[src/rtl/div_req_arbiter_if.sv]
// Bus bundle for div_req_arbiter: two requesters, the shared divider command/result
// path and the response channel. The arbiter sits on the slave side.
interface div_req_arbiter_if #(
  parameter int WIDTH = 32
);
  logic             req0_valid;
  logic             req0_ready;
  logic [WIDTH-1:0] req0_dividend;
  logic [WIDTH-1:0] req0_divisor;

  logic             req1_valid;
  logic             req1_ready;
  logic [WIDTH-1:0] req1_dividend;
  logic [WIDTH-1:0] req1_divisor;

  logic             div_start;
  logic [WIDTH-1:0] div_dividend;
  logic [WIDTH-1:0] div_divisor;
  logic             div_done;
  logic [WIDTH-1:0] div_quotient;
  logic [WIDTH-1:0] div_remainder;

  logic             rsp_valid;
  logic             rsp_ready;
  logic             rsp_id;
  logic [WIDTH-1:0] rsp_quotient;
  logic [WIDTH-1:0] rsp_remainder;
  logic [1:0]       rsp_err;

  modport slave (
    input  req0_valid, req0_dividend, req0_divisor,
    input  req1_valid, req1_dividend, req1_divisor,
    input  div_done, div_quotient, div_remainder,
    input  rsp_ready,
    output req0_ready, req1_ready,
    output div_start, div_dividend, div_divisor,
    output rsp_valid, rsp_id, rsp_quotient, rsp_remainder, rsp_err
  );

  modport master (
    output req0_valid, req0_dividend, req0_divisor,
    output req1_valid, req1_dividend, req1_divisor,
    output div_done, div_quotient, div_remainder,
    output rsp_ready,
    input  req0_ready, req1_ready,
    input  div_start, div_dividend, div_divisor,
    input  rsp_valid, rsp_id, rsp_quotient, rsp_remainder, rsp_err
  );
endinterface

[src/rtl/div_req_arbiter.sv]
// Round-robin arbiter sharing one divider between two requesters; one transaction in
// flight, divide-by-zero short-circuit and a WAIT-state timeout abort.
//
// state | meaning
// IDLE  | ready offered to the granted requester, operands captured on accept
// ISSUE | one-cycle div_start pulse with captured operands on the divider bus
// WAIT  | counting cycles until div_done or timeout
// RESP  | response held stable until rsp_ready
module div_req_arbiter #(
  parameter int WIDTH   = 32,
  parameter int TIMEOUT = 40
) (
  input logic               clk,
  input logic               rst_n,
  div_req_arbiter_if.slave  bus
);
  localparam int CW = (TIMEOUT > 1) ? $clog2(TIMEOUT) : 1;
  localparam logic [CW-1:0] CNT_LAST = CW'(TIMEOUT - 1);

  typedef enum logic [1:0] {
    IDLE  = 2'd0,
    ISSUE = 2'd1,
    WAIT  = 2'd2,
    RESP  = 2'd3
  } state_t;

  state_t           r_state;
  logic             r_last_grant;
  logic             r_id;
  logic [WIDTH-1:0] r_dividend;
  logic [WIDTH-1:0] r_divisor;
  logic [CW-1:0]    r_cnt;
  logic             r_div_start;
  logic             r_rsp_valid;
  logic             r_rsp_id;
  logic [WIDTH-1:0] r_rsp_quotient;
  logic [WIDTH-1:0] r_rsp_remainder;
  logic [1:0]       r_rsp_err;

  logic             w_grant;
  logic             w_ready0;
  logic             w_ready1;
  logic             w_accept;
  logic             w_busy;
  logic [WIDTH-1:0] w_sel_dividend;
  logic [WIDTH-1:0] w_sel_divisor;

  // On a tie the requester not served last wins; a lone requester always wins.
  always_comb begin
    w_grant = 1'b0;
    if (bus.req0_valid && bus.req1_valid) w_grant = ~r_last_grant;
    else if (bus.req1_valid)              w_grant = 1'b1;
  end

  // Gated by rst_n so ready is also low while reset is asserted.
  assign w_ready0       = rst_n && (r_state == IDLE) && bus.req0_valid && !w_grant;
  assign w_ready1       = rst_n && (r_state == IDLE) && bus.req1_valid &&  w_grant;
  assign w_accept       = w_ready0 || w_ready1;
  assign w_sel_dividend = w_grant ? bus.req1_dividend : bus.req0_dividend;
  assign w_sel_divisor  = w_grant ? bus.req1_divisor  : bus.req0_divisor;
  assign w_busy         = (r_state == ISSUE) || (r_state == WAIT);

  assign bus.req0_ready    = w_ready0;
  assign bus.req1_ready    = w_ready1;
  assign bus.div_start     = r_div_start;
  assign bus.div_dividend  = w_busy ? r_dividend : '0;
  assign bus.div_divisor   = w_busy ? r_divisor  : '0;
  assign bus.rsp_valid     = r_rsp_valid;
  assign bus.rsp_id        = r_rsp_id;
  assign bus.rsp_quotient  = r_rsp_quotient;
  assign bus.rsp_remainder = r_rsp_remainder;
  assign bus.rsp_err       = r_rsp_err;

  always_ff @(posedge clk or negedge rst_n) begin
    if (!rst_n) begin
      r_state         <= IDLE;
      r_last_grant    <= 1'b1;
      r_id            <= 1'b0;
      r_dividend      <= '0;
      r_divisor       <= '0;
      r_cnt           <= '0;
      r_div_start     <= 1'b0;
      r_rsp_valid     <= 1'b0;
      r_rsp_id        <= 1'b0;
      r_rsp_quotient  <= '0;
      r_rsp_remainder <= '0;
      r_rsp_err       <= 2'b00;
    end else begin
      r_div_start <= 1'b0;
      case (r_state)
        IDLE: begin
          if (w_accept) begin
            r_id       <= w_grant;
            r_dividend <= w_sel_dividend;
            r_divisor  <= w_sel_divisor;
            if (w_sel_divisor == '0) begin
              r_state         <= RESP;
              r_rsp_valid     <= 1'b1;
              r_rsp_id        <= w_grant;
              r_rsp_quotient  <= '1;
              r_rsp_remainder <= w_sel_dividend;
              r_rsp_err       <= 2'b01;
            end else begin
              r_state     <= ISSUE;
              r_div_start <= 1'b1;
            end
          end
        end
        ISSUE: begin
          r_state <= WAIT;
          r_cnt   <= '0;
        end
        WAIT: begin
          // A result arriving on the timeout cycle still counts as a normal completion.
          if (bus.div_done) begin
            r_state         <= RESP;
            r_rsp_valid     <= 1'b1;
            r_rsp_id        <= r_id;
            r_rsp_quotient  <= bus.div_quotient;
            r_rsp_remainder <= bus.div_remainder;
            r_rsp_err       <= 2'b00;
            r_cnt           <= '0;
          end else if (r_cnt == CNT_LAST) begin
            r_state         <= RESP;
            r_rsp_valid     <= 1'b1;
            r_rsp_id        <= r_id;
            r_rsp_quotient  <= '0;
            r_rsp_remainder <= '0;
            r_rsp_err       <= 2'b10;
            r_cnt           <= '0;
          end else begin
            r_cnt <= r_cnt + CW'(1);
          end
        end
        RESP: begin
          if (bus.rsp_ready) begin
            r_state         <= IDLE;
            r_last_grant    <= r_rsp_id;
            r_rsp_valid     <= 1'b0;
            r_rsp_id        <= 1'b0;
            r_rsp_quotient  <= '0;
            r_rsp_remainder <= '0;
            r_rsp_err       <= 2'b00;
          end
        end
        default: r_state <= IDLE;
      endcase
    end
  end
endmodule

[src/flat_wrapper.sv]
// flat-port wrapper written by rule: the top's interface ports become plain ports
module div_req_arbiter_flat 
#(
  parameter int WIDTH   = 32,
  parameter int TIMEOUT = 40
)
  (clk, rst_n, bus_req0_valid, bus_req0_dividend, bus_req0_divisor, bus_req1_valid, bus_req1_dividend, bus_req1_divisor, bus_div_done, bus_div_quotient, bus_div_remainder, bus_rsp_ready, bus_req0_ready, bus_req1_ready, bus_div_start, bus_div_dividend, bus_div_divisor, bus_rsp_valid, bus_rsp_id, bus_rsp_quotient, bus_rsp_remainder, bus_rsp_err);
  div_req_arbiter_if #(.WIDTH(WIDTH)) bus_i ();
  input logic clk;
  input logic rst_n;
  input wire logic [$bits(bus_i.req0_valid)-1:0] bus_req0_valid;
  input wire logic [$bits(bus_i.req0_dividend)-1:0] bus_req0_dividend;
  input wire logic [$bits(bus_i.req0_divisor)-1:0] bus_req0_divisor;
  input wire logic [$bits(bus_i.req1_valid)-1:0] bus_req1_valid;
  input wire logic [$bits(bus_i.req1_dividend)-1:0] bus_req1_dividend;
  input wire logic [$bits(bus_i.req1_divisor)-1:0] bus_req1_divisor;
  input wire logic [$bits(bus_i.div_done)-1:0] bus_div_done;
  input wire logic [$bits(bus_i.div_quotient)-1:0] bus_div_quotient;
  input wire logic [$bits(bus_i.div_remainder)-1:0] bus_div_remainder;
  input wire logic [$bits(bus_i.rsp_ready)-1:0] bus_rsp_ready;
  output wire logic [$bits(bus_i.req0_ready)-1:0] bus_req0_ready;
  output wire logic [$bits(bus_i.req1_ready)-1:0] bus_req1_ready;
  output wire logic [$bits(bus_i.div_start)-1:0] bus_div_start;
  output wire logic [$bits(bus_i.div_dividend)-1:0] bus_div_dividend;
  output wire logic [$bits(bus_i.div_divisor)-1:0] bus_div_divisor;
  output wire logic [$bits(bus_i.rsp_valid)-1:0] bus_rsp_valid;
  output wire logic [$bits(bus_i.rsp_id)-1:0] bus_rsp_id;
  output wire logic [$bits(bus_i.rsp_quotient)-1:0] bus_rsp_quotient;
  output wire logic [$bits(bus_i.rsp_remainder)-1:0] bus_rsp_remainder;
  output wire logic [$bits(bus_i.rsp_err)-1:0] bus_rsp_err;
  assign bus_i.req0_valid = bus_req0_valid;
  assign bus_i.req0_dividend = bus_req0_dividend;
  assign bus_i.req0_divisor = bus_req0_divisor;
  assign bus_i.req1_valid = bus_req1_valid;
  assign bus_i.req1_dividend = bus_req1_dividend;
  assign bus_i.req1_divisor = bus_req1_divisor;
  assign bus_i.div_done = bus_div_done;
  assign bus_i.div_quotient = bus_div_quotient;
  assign bus_i.div_remainder = bus_div_remainder;
  assign bus_i.rsp_ready = bus_rsp_ready;
  assign bus_req0_ready = bus_i.req0_ready;
  assign bus_req1_ready = bus_i.req1_ready;
  assign bus_div_start = bus_i.div_start;
  assign bus_div_dividend = bus_i.div_dividend;
  assign bus_div_divisor = bus_i.div_divisor;
  assign bus_rsp_valid = bus_i.rsp_valid;
  assign bus_rsp_id = bus_i.rsp_id;
  assign bus_rsp_quotient = bus_i.rsp_quotient;
  assign bus_rsp_remainder = bus_i.rsp_remainder;
  assign bus_rsp_err = bus_i.rsp_err;
  div_req_arbiter #(.WIDTH(WIDTH), .TIMEOUT(TIMEOUT)) u_core (.clk(clk), .rst_n(rst_n), .bus(bus_i));
endmodule
[config.mk]
export PLATFORM = sky130hd
export DESIGN_NAME = div_req_arbiter_flat
export DESIGN_NICKNAME = d
export VERILOG_FILES = /design/src/rtl/div_req_arbiter_if.sv /design/src/rtl/div_req_arbiter.sv /design/src/flat_wrapper.sv
export SDC_FILE = /design/constraint.sdc
export NUM_CORES = 1
export LEC_CHECK = 0
export BUFFER_PORTS_ARGS = -buffer_cell sky130_fd_sc_hd__buf_2
export CORE_AREA = 2 2 130 132
export DETAILED_ROUTE_END_ITERATION = 8
export DIE_AREA = 0 0 132 134
export HOLD_SLACK_MARGIN = 0.06
export PLACE_DENSITY = 0.86
export SLEW_MARGIN = 20
export SYNTH_ARGS = -nofsm -noshare
export SYNTH_HDL_FRONTEND = slang
export SYNTH_SLANG_ARGS = --single-unit
[constraint.sdc]
create_clock -name clk -period 2.41 [get_ports clk]
set_clock_uncertainty 0.15 [all_clocks]
set_input_delay 0.482 -clock clk [delete_from_list [all_inputs] [get_ports clk]]
set_output_delay 0.482 -clock clk [all_outputs]
set_load 0.03 [all_outputs]
==> impl_metrics.yaml <==
status:
  status: "finished with violations"
  violations: "negative setup slack"
route:
  wirelength_um: 21900
  met1_length_um: 8850
  drc: 0
  vias: 6617
  drt.antenna.violating_nets: 0
  wl_per_cell_um: 16.7
  drt_iter0_drc: 380
  wl_met2_um: 11300
  dr.pass1.iters: 5
  wl_met3_um: 1270
  vias_per_cell: 5.03
  routed.top_layer: "met4"
place:
  dp_hpwl_um: 16000
  gp_congestion: 0.883
  io_buffers: 332
worst_setup_path:
  crit_path_top_delay_cell: "dfrtp_1"
  start_kind: "register"
  critPathKind: "register to output pin"
  cp_data_required_time_ns: 1.78
  slowest_delay_ns: 0.37
  critPathMaxFanout: 23
  critPathBufInv: 3
  arrival_ns: 1.78
  path_cells: "inv_1, ha_4, bufbuf_16, and2_1, clkbuf_4"
  crit_path_end_kind: "output pin"
  path_delay_family: "buffers and inverters"
timing:
  maxSlewHeadroom_pct: 50.8
  fmax_mhz: 415
  setup_viol: 1
  min_period_over_period_pct: 100
  hold_violations: 0
  setup_slack_ns: -0.000563
  slew_viol_final: 0
  whs_ns: 0.203
  fin_crit_ns: 2.41
  rsz0062_at_grt: "true"
  worstMarginPinSlew_ns: 0.738
final_layout:
  num_antenna_cells: 0
  area_delta_synth_final_pct: 40.7
  final_net_count: 1285
  final_util_pct: 63.0
  drive_gt1_share_pct: 39.1
pwr:
  powerDensity_nw_per_um2: 1560
  finalPower_mw: 16.0
  switching_share_pct: 45.6
  switchingPower_mw: 7.31
  ir_worst_vdd_mv: 0.780
  share_seq_of_total_power_pct: 25.3
  power_leakage_nw: 5.51
  p_int_mw: 8.73
  p_comb_share_pct: 58.8
  power_frac_clock_pct: 15.8
synth:
  synth-edff-count: 0
  ys_warn_count: 0
  synth_top_cell_area_share_pct: 48.7
  synth_area_um2: 7290
  synth-async-reset-ratio_pct: 100
  ys_ff_latch: 143
  synthesis.nets: 936
  syn_inst: 733
  ys.flop_type: "dfrtp_1"
  yosysSeqAreaShare_pct: 49.1
  yosys-top-cells-area: "dfrtp_1 (49%), mux2i_1 (13%), o21ai_0 (7.1%)"
  ys_types: 41
  yosys-top-cells-count: "dfrtp_1 (142), o21ai_0 (104), nand2_1 (102)"
  avgSynthCellArea_um2: 9.94
  synth_top_area_cell: "dfrtp_1"
  yosysMostFrequentCell: "dfrtp_1"
clock_network:
  clock_latency_ns: 0.40
  tritoncts: "done"
  cts_max_path_buffers: 2
  clk_pin_slew_ns: 0.06
  ctsHtreeMaxLevel: 4
  clock-root-buffer: "clkbuf_16"
  cts_sinks: 143
  cts_buffers: 17
die:
  die_y_um: 134
  initial_core_util_pct: 44.7
  die-area_um2: 17700
  pin_count: 333
  num_rows: 47
  core_area_um2: 16300
  die_w_um: 132
global_routing:
  grt_max_degree: 65
  antenna_found_initial: 0
  grt_pass1_vias: 6749
  grt.total_usage_pct: 24.1
  grt_pass1_wl_um: 33900
  grt_overflow: 0
job:
  maxCapViolCount: 0
worst_hold_path:
  min_path_type: "input pin to asynchronous set/reset pin"
==> sequential cells by signal, indices dropped and copies added, names as in the netlist <==
signal,flops
u_core.r_state,2
u_core.r_divisor,32
u_core.bus.div_start,1
u_core.bus.rsp_err,2
u_core.bus.rsp_valid,1
u_core.bus.rsp_id,1
u_core.r_id,1
u_core.r_cnt,6
u_core.r_last_grant,1
u_core.bus.rsp_quotient,32
u_core.r_dividend,32
u_core.bus.rsp_remainder,32
==> placed cells by master, fill, tap and decap left out, types with 3 or more instances in the layout <==
| cell | n |
|---|---|
| a21oi_1 | 33 |
| and2_1 | 64 |
| buf_12 | 10 |
| buf_2 | 307 |
| buf_4 | 48 |
| buf_6 | 3 |
| clkbuf_16 | 21 |
| clkbuf_4 | 5 |
| clkbuf_8 | 3 |
| clkinv_2 | 3 |
| clkinvlp_4 | 5 |
| dfrtp_1 | 142 |
| inv_1 | 38 |
| inv_6 | 3 |
| mux2_1 | 32 |
| mux2i_1 | 97 |
| nand2_1 | 102 |
| nand3_1 | 5 |
| nand4_1 | 5 |
| nor2_1 | 7 |
| nor3_1 | 3 |
| nor4_1 | 16 |
| o21ai_0 | 104 |
==> area by class of cell <==
class / count / area (um2)
Clock inverter: 12 / 109
Sequential cell: 143 / 3580
Timing Repair Buffer: 380 / 2320
Tap cell: 220 / 275
Multi-Input combinational cell: 500 / 3350
Inverter: 40 / 150
Clock buffer: 20 / 467
Fill cell: 1316 / 6030
==> cells by family after synthesis <==
group	count (synthesis)	share of synthesized area, %
flops	143	49.1
compound gates	147	10.8
xor+xnor	2	0.240
buf+inv	90	5.51
simple gates	214	14.7
mux	132	18.7
fa+ha+maj	5	0.858
==> path summary, 6_finish.rpt <==
kind | endpoint | start | slack [ns] | depth (start not counted)
max | bus_div_divisor[23] | u_core.r_state[1]$_DFFE_PN0P_ | -0.0006 | 5
min | u_core.bus.rsp_quotient[23]$_DFFE_PN0P_ | rst_n | 0.20 | 3
max reg2reg | u_core.bus.rsp_remainder[13]$_DFFE_PN0P_ | u_core.r_state[1]$_DFFE_PN0P_ | 0.02 | 8
min reg2reg | u_core.r_divisor[10]$_DFFE_PN0P_ | u_core.r_divisor[10]$_DFFE_PN0P_ | 0.32 | 2
max in group asynchronous | u_core.bus.rsp_quotient[20]$_DFFE_PN0P_ | rst_n | 0.77 | 4
min in group clk | u_core.bus.rsp_quotient[25]$_DFFE_PN0P_ | bus_div_quotient[25] | 0.21 | 3
==> timing repair <==
| action | 4_1_cts | 5_1_grt |
|---|---|---|
| cloned | 1 | 4 |
| buffers inserted | 2 | 4 |
| resized for setup | 22 | 12 |
| hold buffers | 1 | 1 |
| setup endpoints to repair | 65 | 53 |
| endpoints found under the hold margin | 39 | 1 |
| pin swaps | 1 | 3 |
==> per-layer routing <==
layer	track usage, %	vias to the layer above
li1	-	3195
met1	29.1	3110
met2	42.5	277
met3	5.56	35
met4	8.03	0
met5	0	-
==> metrics by stage <==
step            TNS (ns)  instance area, um2  instances  setup WS (ns)
2_1_floorplan          0                7290        733          0.272
3_3_place_gp           0                9370       1270         0.0322
3_5_place_dp      -0.437                9370       1270        -0.0439
4_1_cts                0               10100       1306      0.0000919
5_1_grt            -3.19               10300       1315         -0.108
6_report       -0.000563               10300       1315      -0.000563
==> power groups by stage <==
stage | Clock (mW) | Combinational (mW) | Sequential [mW]
6_report | 2.54 | 9.44 | 4.07
5_1_grt | 2.69 | 10.1 | 4.19
4_1_cts | 2.59 | 8.97 | 4.06
3_5_place_dp | 0 | 8.60 | 4.09
3_3_place_gp | 0 | 8.37 | 4.02
2_1_floorplan | 0 | 4.88 | 5.04
==> worst min-delay path, stage by stage <==
cell and delay (ns):
dlymetal6s4s_1 0.18, buf_6 0.12, buf_4 0.42
(Power assumes the default switching activity.)
